### config.mk
export PLATFORM = sky130hd
export DESIGN_NAME = punt_responder
export DESIGN_NICKNAME = d
export VERILOG_FILES = /design/src/rtl/punt_responder.sv
export SDC_FILE = /design/constraint.sdc
export NUM_CORES = 1
export LEC_CHECK = 0
export BUFFER_PORTS_ARGS = -buffer_cell sky130_fd_sc_hd__buf_2
export CORE_MARGIN = 3
export CORE_UTILIZATION = 25
export DETAILED_ROUTE_END_ITERATION = 10
export PLACE_DENSITY = 0.43
export SLEW_MARGIN = 10
export SYNTH_ARGS = -nofsm -noshare
export SYNTH_HDL_FRONTEND = slang
export SYNTH_SLANG_ARGS = --single-unit
### constraint.sdc
create_clock -name CLKCPU_A -period 3.1 [get_ports CLKCPU_A]
set_input_delay 0.31 -clock CLKCPU_A [delete_from_list [all_inputs] [get_ports CLKCPU_A]]
set_output_delay 0.31 -clock CLKCPU_A [all_outputs]
set_load 0.005 [all_outputs]
### src/rtl/punt_responder.sv
// Service-side responder for punted CPU cycles: RTC file, joystick/button reads, clockport forwarding.
// Optional build macro CP_TIMEOUT_EN adds a forced-completion timeout to the clockport wait.
module punt_responder #(
  parameter int unsigned SETUP_CYCLES = 2,
  parameter int unsigned CP_TIMEOUT   = 255
) (
  input  logic        CLKCPU_A,
  input  logic        RESET_N,
  input  logic        REQ_RTC,
  input  logic        REQ_JOY,
  input  logic        REQ_BTN,
  input  logic        REQ_CP,
  input  logic [7:0]  A,
  input  logic        RW,
  input  logic [7:0]  DIN,
  input  logic [15:0] JOY0,
  input  logic [15:0] JOY1,
  input  logic [7:0]  BTN,
  output logic [7:0]  DOUT,
  output logic        DOE,
  output logic        ACK,
  output logic        CP_REQ,
  output logic        CP_RW,
  output logic [7:0]  CP_ADDR,
  output logic [7:0]  CP_WDATA,
  input  logic [7:0]  CP_RDATA,
  input  logic        CP_DONE,
  output logic        ERR,
  input  logic        ERR_CLR
);

  typedef enum logic [2:0] {
    ST_IDLE    = 3'd0,
    ST_DECODE  = 3'd1,
    ST_CP_WAIT = 3'd2,
    ST_SETUP   = 3'd3,
    ST_ACKED   = 3'd4,
    ST_RELEASE = 3'd5
  } state_t;

  typedef enum logic [1:0] {
    CLS_RTC = 2'd0,
    CLS_JOY = 2'd1,
    CLS_BTN = 2'd2,
    CLS_CP  = 2'd3
  } cls_t;

  localparam logic [3:0] SETUP_LAST = 4'(SETUP_CYCLES - 1);

  if (SETUP_CYCLES < 1 || SETUP_CYCLES > 15 || CP_TIMEOUT < 1 || CP_TIMEOUT > 255) begin : g_bad_param
    $error("punt_responder: parameter out of range");
  end

  state_t      state_q, state_d;
  cls_t        cls_q, cls_d, prio_s;
  logic [3:0]  req_s, req_q;
  logic [7:0]  addr_q, addr_d;
  logic        rw_q, rw_d;
  logic [7:0]  din_q, din_d;
  logic [3:0]  cnt_q, cnt_d;
  logic [7:0]  dout_q, dout_d;
  logic        doe_q, doe_d;
  logic        ack_q, ack_d;
  logic        cp_req_q, cp_req_d;
  logic        cp_rw_q, cp_rw_d;
  logic [7:0]  cp_addr_q, cp_addr_d;
  logic [7:0]  cp_wdata_q, cp_wdata_d;
  logic        err_q, err_d;
  logic        err_set_s;
  logic        multi_s;
  logic        active_s;
  logic        rtc_we_s;
  logic [15:0] joy_word_s;
  logic [7:0]  rd_data_s;
  logic [7:0]  rtc_q [16];
  logic [7:0]  rtc_d [16];
`ifdef CP_TIMEOUT_EN
  localparam logic [7:0] CP_LIMIT = 8'(CP_TIMEOUT - 1);
  logic [7:0]  cp_cnt_q, cp_cnt_d;
`endif

  // Bit index of req_s matches the cls_t encoding so the active class can index it directly.
  assign req_s    = {REQ_CP, REQ_BTN, REQ_JOY, REQ_RTC};
  assign active_s = req_s[cls_q];
  assign multi_s  = (req_q & (req_q - 4'd1)) != 4'd0;

  always_comb begin
    if (req_q[0]) begin
      prio_s = CLS_RTC;
    end else if (req_q[1]) begin
      prio_s = CLS_JOY;
    end else if (req_q[2]) begin
      prio_s = CLS_BTN;
    end else begin
      prio_s = CLS_CP;
    end
  end

  always_comb begin
    joy_word_s = addr_q[1] ? JOY1 : JOY0;
    case (cls_q)
      CLS_RTC: rd_data_s = rtc_q[addr_q[5:2]];
      CLS_JOY: rd_data_s = addr_q[0] ? joy_word_s[7:0] : joy_word_s[15:8];
      CLS_BTN: rd_data_s = BTN;
      default: rd_data_s = 8'h00;
    endcase
  end

  always_comb begin
    state_d    = state_q;
    cls_d      = cls_q;
    addr_d     = addr_q;
    rw_d       = rw_q;
    din_d      = din_q;
    cnt_d      = cnt_q;
    dout_d     = dout_q;
    cp_rw_d    = cp_rw_q;
    cp_addr_d  = cp_addr_q;
    cp_wdata_d = cp_wdata_q;
    err_set_s  = 1'b0;
    rtc_we_s   = 1'b0;
`ifdef CP_TIMEOUT_EN
    cp_cnt_d   = 8'd0;
`endif
    case (state_q)
      ST_IDLE: begin
        // Level check: requests that rose during RELEASE are still taken here if held.
        if (req_q != 4'd0) begin
          state_d   = ST_DECODE;
          cls_d     = prio_s;
          addr_d    = A;
          rw_d      = RW;
          din_d     = DIN;
          err_set_s = multi_s;
        end else begin
          state_d = ST_IDLE;
        end
      end
      ST_DECODE: begin
        cnt_d = 4'd0;
        if (!active_s) begin
          state_d   = ST_RELEASE;
          err_set_s = 1'b1;
        end else if (cls_q == CLS_CP) begin
          state_d    = ST_CP_WAIT;
          cp_rw_d    = rw_q;
          cp_addr_d  = addr_q;
          cp_wdata_d = din_q;
        end else begin
          state_d = ST_SETUP;
          if (rw_q) begin
            dout_d = rd_data_s;
          end else begin
            rtc_we_s = (cls_q == CLS_RTC);
          end
        end
      end
      ST_CP_WAIT: begin
        cnt_d = 4'd0;
        if (!active_s) begin
          state_d   = ST_RELEASE;
          err_set_s = 1'b1;
        end else if (CP_DONE) begin
          state_d = ST_SETUP;
          if (rw_q) begin
            dout_d = CP_RDATA;
          end else begin
            dout_d = dout_q;
          end
        end
`ifdef CP_TIMEOUT_EN
        else if (cp_cnt_q == CP_LIMIT) begin
          state_d   = ST_SETUP;
          err_set_s = 1'b1;
          if (rw_q) begin
            dout_d = 8'hFF;
          end else begin
            dout_d = dout_q;
          end
        end else begin
          cp_cnt_d = cp_cnt_q + 8'd1;
        end
`else
        else begin
          state_d = ST_CP_WAIT;
        end
`endif
      end
      ST_SETUP: begin
        if (!active_s) begin
          state_d   = ST_RELEASE;
          err_set_s = 1'b1;
          cnt_d     = 4'd0;
        end else if (cnt_q == SETUP_LAST) begin
          state_d = ST_ACKED;
        end else begin
          cnt_d = cnt_q + 4'd1;
        end
      end
      ST_ACKED: begin
        cnt_d = 4'd0;
        if (req_s == 4'd0) begin
          state_d = ST_RELEASE;
        end else begin
          state_d = ST_ACKED;
        end
      end
      ST_RELEASE: begin
        // Two low cycles so the requester's two-stage edge detector sees a clean low.
        if (cnt_q == 4'd1) begin
          state_d = ST_IDLE;
        end else begin
          cnt_d = cnt_q + 4'd1;
        end
      end
      default: begin
        state_d = ST_IDLE;
      end
    endcase

    ack_d    = (state_d == ST_ACKED);
    doe_d    = rw_d && ((state_d == ST_SETUP) || (state_d == ST_ACKED));
    cp_req_d = (state_d == ST_CP_WAIT);
    if ((state_d == ST_RELEASE) || (state_d == ST_IDLE)) begin
      dout_d = 8'h00;
    end else begin
      dout_d = dout_d;
    end

    if (ERR_CLR) begin
      err_d = 1'b0;
    end else begin
      err_d = err_q | err_set_s;
    end
  end

  always_comb begin
    rtc_d = rtc_q;
    if (rtc_we_s) begin
      rtc_d[addr_q[5:2]] = din_q;
    end else begin
      rtc_d = rtc_q;
    end
  end

  always_ff @(posedge CLKCPU_A or negedge RESET_N) begin
    if (!RESET_N) begin
      state_q    <= ST_IDLE;
      cls_q      <= CLS_RTC;
      req_q      <= 4'd0;
      addr_q     <= 8'h00;
      rw_q       <= 1'b0;
      din_q      <= 8'h00;
      cnt_q      <= 4'd0;
      dout_q     <= 8'h00;
      doe_q      <= 1'b0;
      ack_q      <= 1'b0;
      cp_req_q   <= 1'b0;
      cp_rw_q    <= 1'b0;
      cp_addr_q  <= 8'h00;
      cp_wdata_q <= 8'h00;
      err_q      <= 1'b0;
      for (int i = 0; i < 16; i++) begin
        rtc_q[i] <= 8'h00;
      end
    end else begin
      state_q    <= state_d;
      cls_q      <= cls_d;
      req_q      <= req_s;
      addr_q     <= addr_d;
      rw_q       <= rw_d;
      din_q      <= din_d;
      cnt_q      <= cnt_d;
      dout_q     <= dout_d;
      doe_q      <= doe_d;
      ack_q      <= ack_d;
      cp_req_q   <= cp_req_d;
      cp_rw_q    <= cp_rw_d;
      cp_addr_q  <= cp_addr_d;
      cp_wdata_q <= cp_wdata_d;
      err_q      <= err_d;
      for (int i = 0; i < 16; i++) begin
        rtc_q[i] <= rtc_d[i];
      end
    end
  end

`ifdef CP_TIMEOUT_EN
  always_ff @(posedge CLKCPU_A or negedge RESET_N) begin
    if (!RESET_N) begin
      cp_cnt_q <= 8'd0;
    end else begin
      cp_cnt_q <= cp_cnt_d;
    end
  end
`endif

  assign DOUT     = dout_q;
  assign DOE      = doe_q;
  assign ACK      = ack_q;
  assign CP_REQ   = cp_req_q;
  assign CP_RW    = cp_rw_q;
  assign CP_ADDR  = cp_addr_q;
  assign CP_WDATA = cp_wdata_q;
  assign ERR      = err_q;

endmodule

### After elaboration in Yosys (flattened, before gate mapping)

Cells that the tools add are included.

| storage, ports and cells | value |
|---|---|
| bits in registers | 187 |
| bits of input ports | 73 |
| output and inout bits | 29 |
| word-level logic and storage cells | 120 |

| cells by class | value |
|---|---|
| $add $sub $neg | 2 |
| $lt $le $gt $ge | 3 |
| equality and inequality tests | 19 |
| mux-type cells | 45 |
| bitwise gates (word level) | 3 |
| reduce and logical (&&, ||, !) cells | 17 |

Operators by type and width:

| operator | count |
|---|---|
| $bwmux W128 | 1 |
| $mux W8 | 11 |
| $bmux W8 S4 | 1 |
| $demux W8 S4 | 1 |
| $pmux W8 S3 | 1 |
| $ne A3 B3 Y1 const B | 6 |
| $pmux W3 S6 | 1 |
| $mux W16 | 1 |
| $pmux W8 S2 | 1 |
| $mux W1 | 15 |
| $mux W3 | 5 |
| $eq A3 B2 Y1 const B | 4 |
| $eq A3 B3 Y1 const B | 4 |
| $pmux W4 S3 | 1 |
| $mux W4 | 2 |
| $reduce_bool A4 Y1 | 2 |
| $reduce_and A7 Y1 | 1 |
| $logic_not A3 Y1 | 2 |
| $reduce_bool A3 Y1 | 2 |
| $reduce_or A3 Y1 | 2 |
| $ge A5 B5 Y1 const B | 1 |
| $lt A5 B1 Y1 const B | 1 |
| $not A4 Y5 | 1 |
| $add A4 B1 Y4 const B | 1 |
| other kinds (17) | 21 |

### Logic depth before layout (Yosys ltp)

| depth | value |
|---|---|
| word-level depth | 10 |
| depth in mapped cells | 8 |
| mapped depth without buffers | 8 |

### Worst setup path after synthesis

Ideal clock, no wire load.

| timing | value |
|---|---|
| kind | register to register |
| start | reg state_q[1] |
| end | reg rtc_q[24] in the netlist's numbering |
| library setup time | 0.125 ns |
| data arrival time | 2.228 ns |
| required time | 2.975 ns |
| slack | 0.747 ns |
| cell stages (with the launch flop) | 8 |
| buffers on the path | 2 |
| period minus slack after synthesis | 2.353 ns |
| cells stage by stage | dfrtp_1 -> clkbuf_1 -> or4b_1 -> nor4b_1 -> buf_4 -> nand3_4 -> nor3_4 -> mux2_2 |

| on the way | value |
|---|---|
| cells in the longest elaborated chain, start to end | 2 |

RTL lines:

| element | line | source |
|---|---|---|
| start, declared | 54 | `state_t state_q, state_d;` |
| start signal, assigned | 267 | `state_q <= state_d;` |
| $eq A3 B1 Y1 | 125 | `case (state_q)` |
| $mux W1 | 125 |  |
| end signal, assigned by index | 283 | `rtc_q[i] <= rtc_d[i];` |
| end, declared | 75 | `logic [7:0] rtc_q [16];` |

Every way passes these cells.
A chain may end at the register's enable or synchronous reset.

### Worst setup path in the final report

| timing | value |
|---|---|
| start | reg cls_q[0] |
| end | reg rtc_q[4] in the netlist's numbering |

| on the way | value |
|---|---|
| cells in the longest elaborated chain, start to end | 5 |
| elaborated cells on any way between the ends | 8 |
| those cells by class | 1 x eq/ne; 6 x mux; 1 x reduce/logical |

RTL lines:

| element | line | source |
|---|---|---|
| start, declared | 55 | `cls_t cls_q, cls_d, prio_s;` |
| start signal, assigned | 268 | `cls_q <= cls_d;` |
| $logic_not A2 Y1 | 154 | `rtc_we_s = (cls_q == CLS_RTC);` |
| $mux W1 | 151 | `if (rw_q) begin` |
| $mux W1 | 144 | `end else if (cls_q == CLS_CP) begin` |
| $mux W1 (*) | 141 | `if (!active_s) begin` |
| $mux W1 (*) | 125 |  |

Every way passes the cells marked *; elsewhere a longest branch is shown, timed or not. The select of a mux whose other input is x is not followed.

==> parameters.txt <==
Parameter                              Value

Clock tree
  Total of cells resized after clock tree synthesis    0
  Total clock buffers created by CTS    17
  Buffer type at the clock tree root    sky130_fd_sc_hd__clkbuf_16
  Clock sink total    about 190
  H-tree lvl count    4
  Clock tree from TritonCTS    done
  Clock latency on the worst-skew pair    approximately 0.44 ns
  Reg clk slew, reported paths    ~0.070 ns
  CTS Buffer Depth    2

Placement
  Area post-placement    roughly 0.01 mm2
  Post-detailed-placement half-perimeter wirelength    approximately 17000 um
  Port Buf Inserts    ~100
  Global placement routability congestion    around 0.76

Setup path
  Critical-path top delay cell    sky130_fd_sc_hd__or4b_1
  Crit-path max cell delay    0.58 ns
  Category of the worst setup path launch point    flop
  Worst flop-to-flop path endpoint    rtc_q[4]
  Logic depth of the worst register-to-register path    6
  Levels on crit path    6
  FF-to-FF setup slack    0.37 ns
  Data arrival time of the worst path    3.04 ns
  Startpoint of the worst setup timing path    cls_q[0]
  Critical Path End    rtc_q[4]
  Worst setup EP type    flop
  Cells traversed along the worst timing path    or4b_1 > nor4b_2 > buf_4 > nand3_4 > nor2_2 > mux2_2
  CP max FO    12
  CP bufs+invs    1
  Category of cells accounting for the largest share of critical-path delay    simple AND/OR/NAND/NOR gates
  Type of the setup path with the least slack    reg -> reg
  Required time at the worst-slack endpoint    approximately 3.4 ns
  Beginning of the worst register-to-register path    cls_q[0]

Min path
  Path category of the worst min-delay check    in -> reg

Drt
  Post-detailed-route wirelength per cell    19.5 um
  Total iterations of the first detailed-routing run    4
  DR top layer    met4
  DRC    0
  Met3 WL post-DR    863 um
  Post-route ant nets    0
  Met1 Routed Length    11900 um
  WL final    ~24000 um
  DR WL met2    10800 um
  Routed via count    around 5.7k
  Via/cell ratio    4.66
  First-iteration detailed-routing DRC count    262

Yosys
  EDFF count, synth    0
  Syn Inst Count    about 640
  Yosys cell types    53
  Post-Synthesis Net Count    about 700
  Fraction of the yosys area taken by sequential cells    between 50% and 60%
  Total of warnings raised by yosys    0
  Cell Area, Synth    around 0.0089 mm2
  Number of synthesized register bits    roughly 190
  Share of flip-flops with an asynchronous set or reset after synthesis    100%
  Commonest register cell after synthesis    sky130_fd_sc_hd__dfrtp_1
  Avg Synthesized Cell Area    13.8 um2

Die
  Core region area    between 0.03 and 0.04 mm2
  Die H    a little under 200 um
  Horizontal die dimension    about 190 um
  Placement row count    68
  Die footprint    0.0379 mm2
  Count of pins on the block boundary    between 100 and 150
  Starting utilization of the core area    25.6%

Pwr
  Areal power density over the cells    around 830 mW/mm2
  Power consumption    0.00884 W
  Leakage component of the power    roughly 5 nW
  Worst vdd rail ir drop    0.438 mV

Run status
  Result of the run    complete, no violations

Final layout
  Final net count    roughly 830
  Leading cell type in the layout, fill and taps excluded    sky130_fd_sc_hd__dfrtp_1
  Commonest non-fill, non-tap cells in the layout    sky130_fd_sc_hd__dfrtp_1 (186), sky130_fd_sc_hd__mux2_2 (179), sky130_fd_sc_hd__buf_2 (100), sky130_fd_sc_hd__mux4_2 (33), sky130_fd_sc_hd__nand2_1 (31)
  Post-Route Utilization    ~31%
  # diodes    0
  Area of all placed cells without fillers    roughly 0.011 mm2
  Area growth, synth to finish    20.3%
  Fraction of final layout cells with drive strength greater than 1    roughly 51%

STA
  Fmax    around 370 MHz
  Final Cycle Share    88.0%
  Unrepaired setup endpoints after global routing    false
  Setup TNS    0 ns
  Total count of hold-check failures in the final report    0
  Final setup vio count    0
  Count of final max-slew check failures    0
  Clock skew after layout    about 0.014 ns
  Slew of the pin with the lowest slew margin    slightly below 0.9 ns
  Rel. slew slack    about two fifths
  Min cycle time layout    roughly 2.7 ns
  Fin Hold WS    about 0.023 ns

Job
  Max capacitance violation total    0

Global routing
  Maximum number of pins on one net before global-route repair    81
  Grt total ovfl    0
  Number of antenna violations at the first check in global routing    0
  Global-route wire length before repair    37800 um
  Number of global-route vias before repair    between 6k and 7k
  Combined global-route utilization of all metal layers    13.0%
[report_power, final]
group          internal, W  total, W  switching [W]
sequential         0.00309   0.00394       0.000850
combinational      0.00148   0.00277        0.00129
clock              0.00109   0.00213        0.00105
[synthesized netlist by cell type (all sizes together) (5+ instances only)]
library cell  instances  area [um2]
buf                  11        48.8
inv                   5        18.8
a211oi                8        60.1
nand2b               15        93.8
nor2                 17        78.8
a22oi                25         188
mux2i                 8        80.1
nand2                31         116
mux4                 33         743
a21oi                 7        38.8
clkbuf               29         109
o21ai                 7        35.0
nor2b                 7        43.8
dfrtp               187        4680
mux2                179        2020
nand3                20         113
nor3                 12        71.3
[timing repair]
item                       4_1_cts  5_1_grt
hold buffers                     4        0
hold endpoints to repair        64        0
setup endpoints to repair        0        0
buffers inserted                 0        0
[how the worst min path moves through the flow]
stage | from | to | slack (ns) | cells past startpoint
6_report | REQ_BTN | req_q[2] | 0.02 | 1
5_1_grt | REQ_BTN | req_q[2] | 0.006 | 1
4_1_cts | REQ_BTN | req_q[2] | 0.0005 | 1
3_5_place_dp | RESET_N | CP_ADDR[7] | 0.36 | 1
3_3_place_gp | RESET_N | CP_ADDR[7] | 0.35 | 1
2_1_floorplan | RESET_N | ACK | 0.01 | 0
[metal layers]
metal,track usage (%),up-vias
li1,-,2649
met1,18.5,2933
met2,20.0,123
met3,2.79,17
met4,3.46,0
met5,0,-
[logic make-up (layout without fill, tap and decap cells)]
group           count (synthesis)  after routing  share of synthesized area [%]
compound gates                 61             61                           4.88
buf+inv                        45            173                           1.98
simple gates                  128            128                           8.25
fa+ha+maj                       2              2                          0.281
flops                         187            187                           52.6
mux                           220            220                           31.9
xor+xnor                        1              1                         0.0985
[flip-flops by register name, indices dropped and copies added, names as in the netlist]
signal,count
din_q,8
ACK,1
cnt_q,4
state_q,3
addr_q,8
ERR,1
DOUT,8
CP_ADDR,8
rw_q,1
rtc_q,128
CP_WDATA,8
CP_REQ,1
DOE,1
cls_q,2
CP_RW,1
req_q,4
[metrics by stage]
| stage | worst slack, ns | instances |
|---|---|---|
| finish | 0.373 | 1227 |
| global route | 0.220 | 1227 |
| CTS | 0.330 | 1227 |
| detailed placement | 0.361 | 1191 |
| global placement | 0.459 | 1191 |
| floorplan | 0.747 | 644 |
[final cells by class]
type,instances,area [um2]
multi-input cells,412,4050
fillers,3519,24100
well taps,455,569
clock inverters,13,118
flip-flops and latches,187,4680
repair buffers,136,825
clock buffers,19,443
inverters,5,18.8
Note: power is estimated with default switching activity, not from simulation.
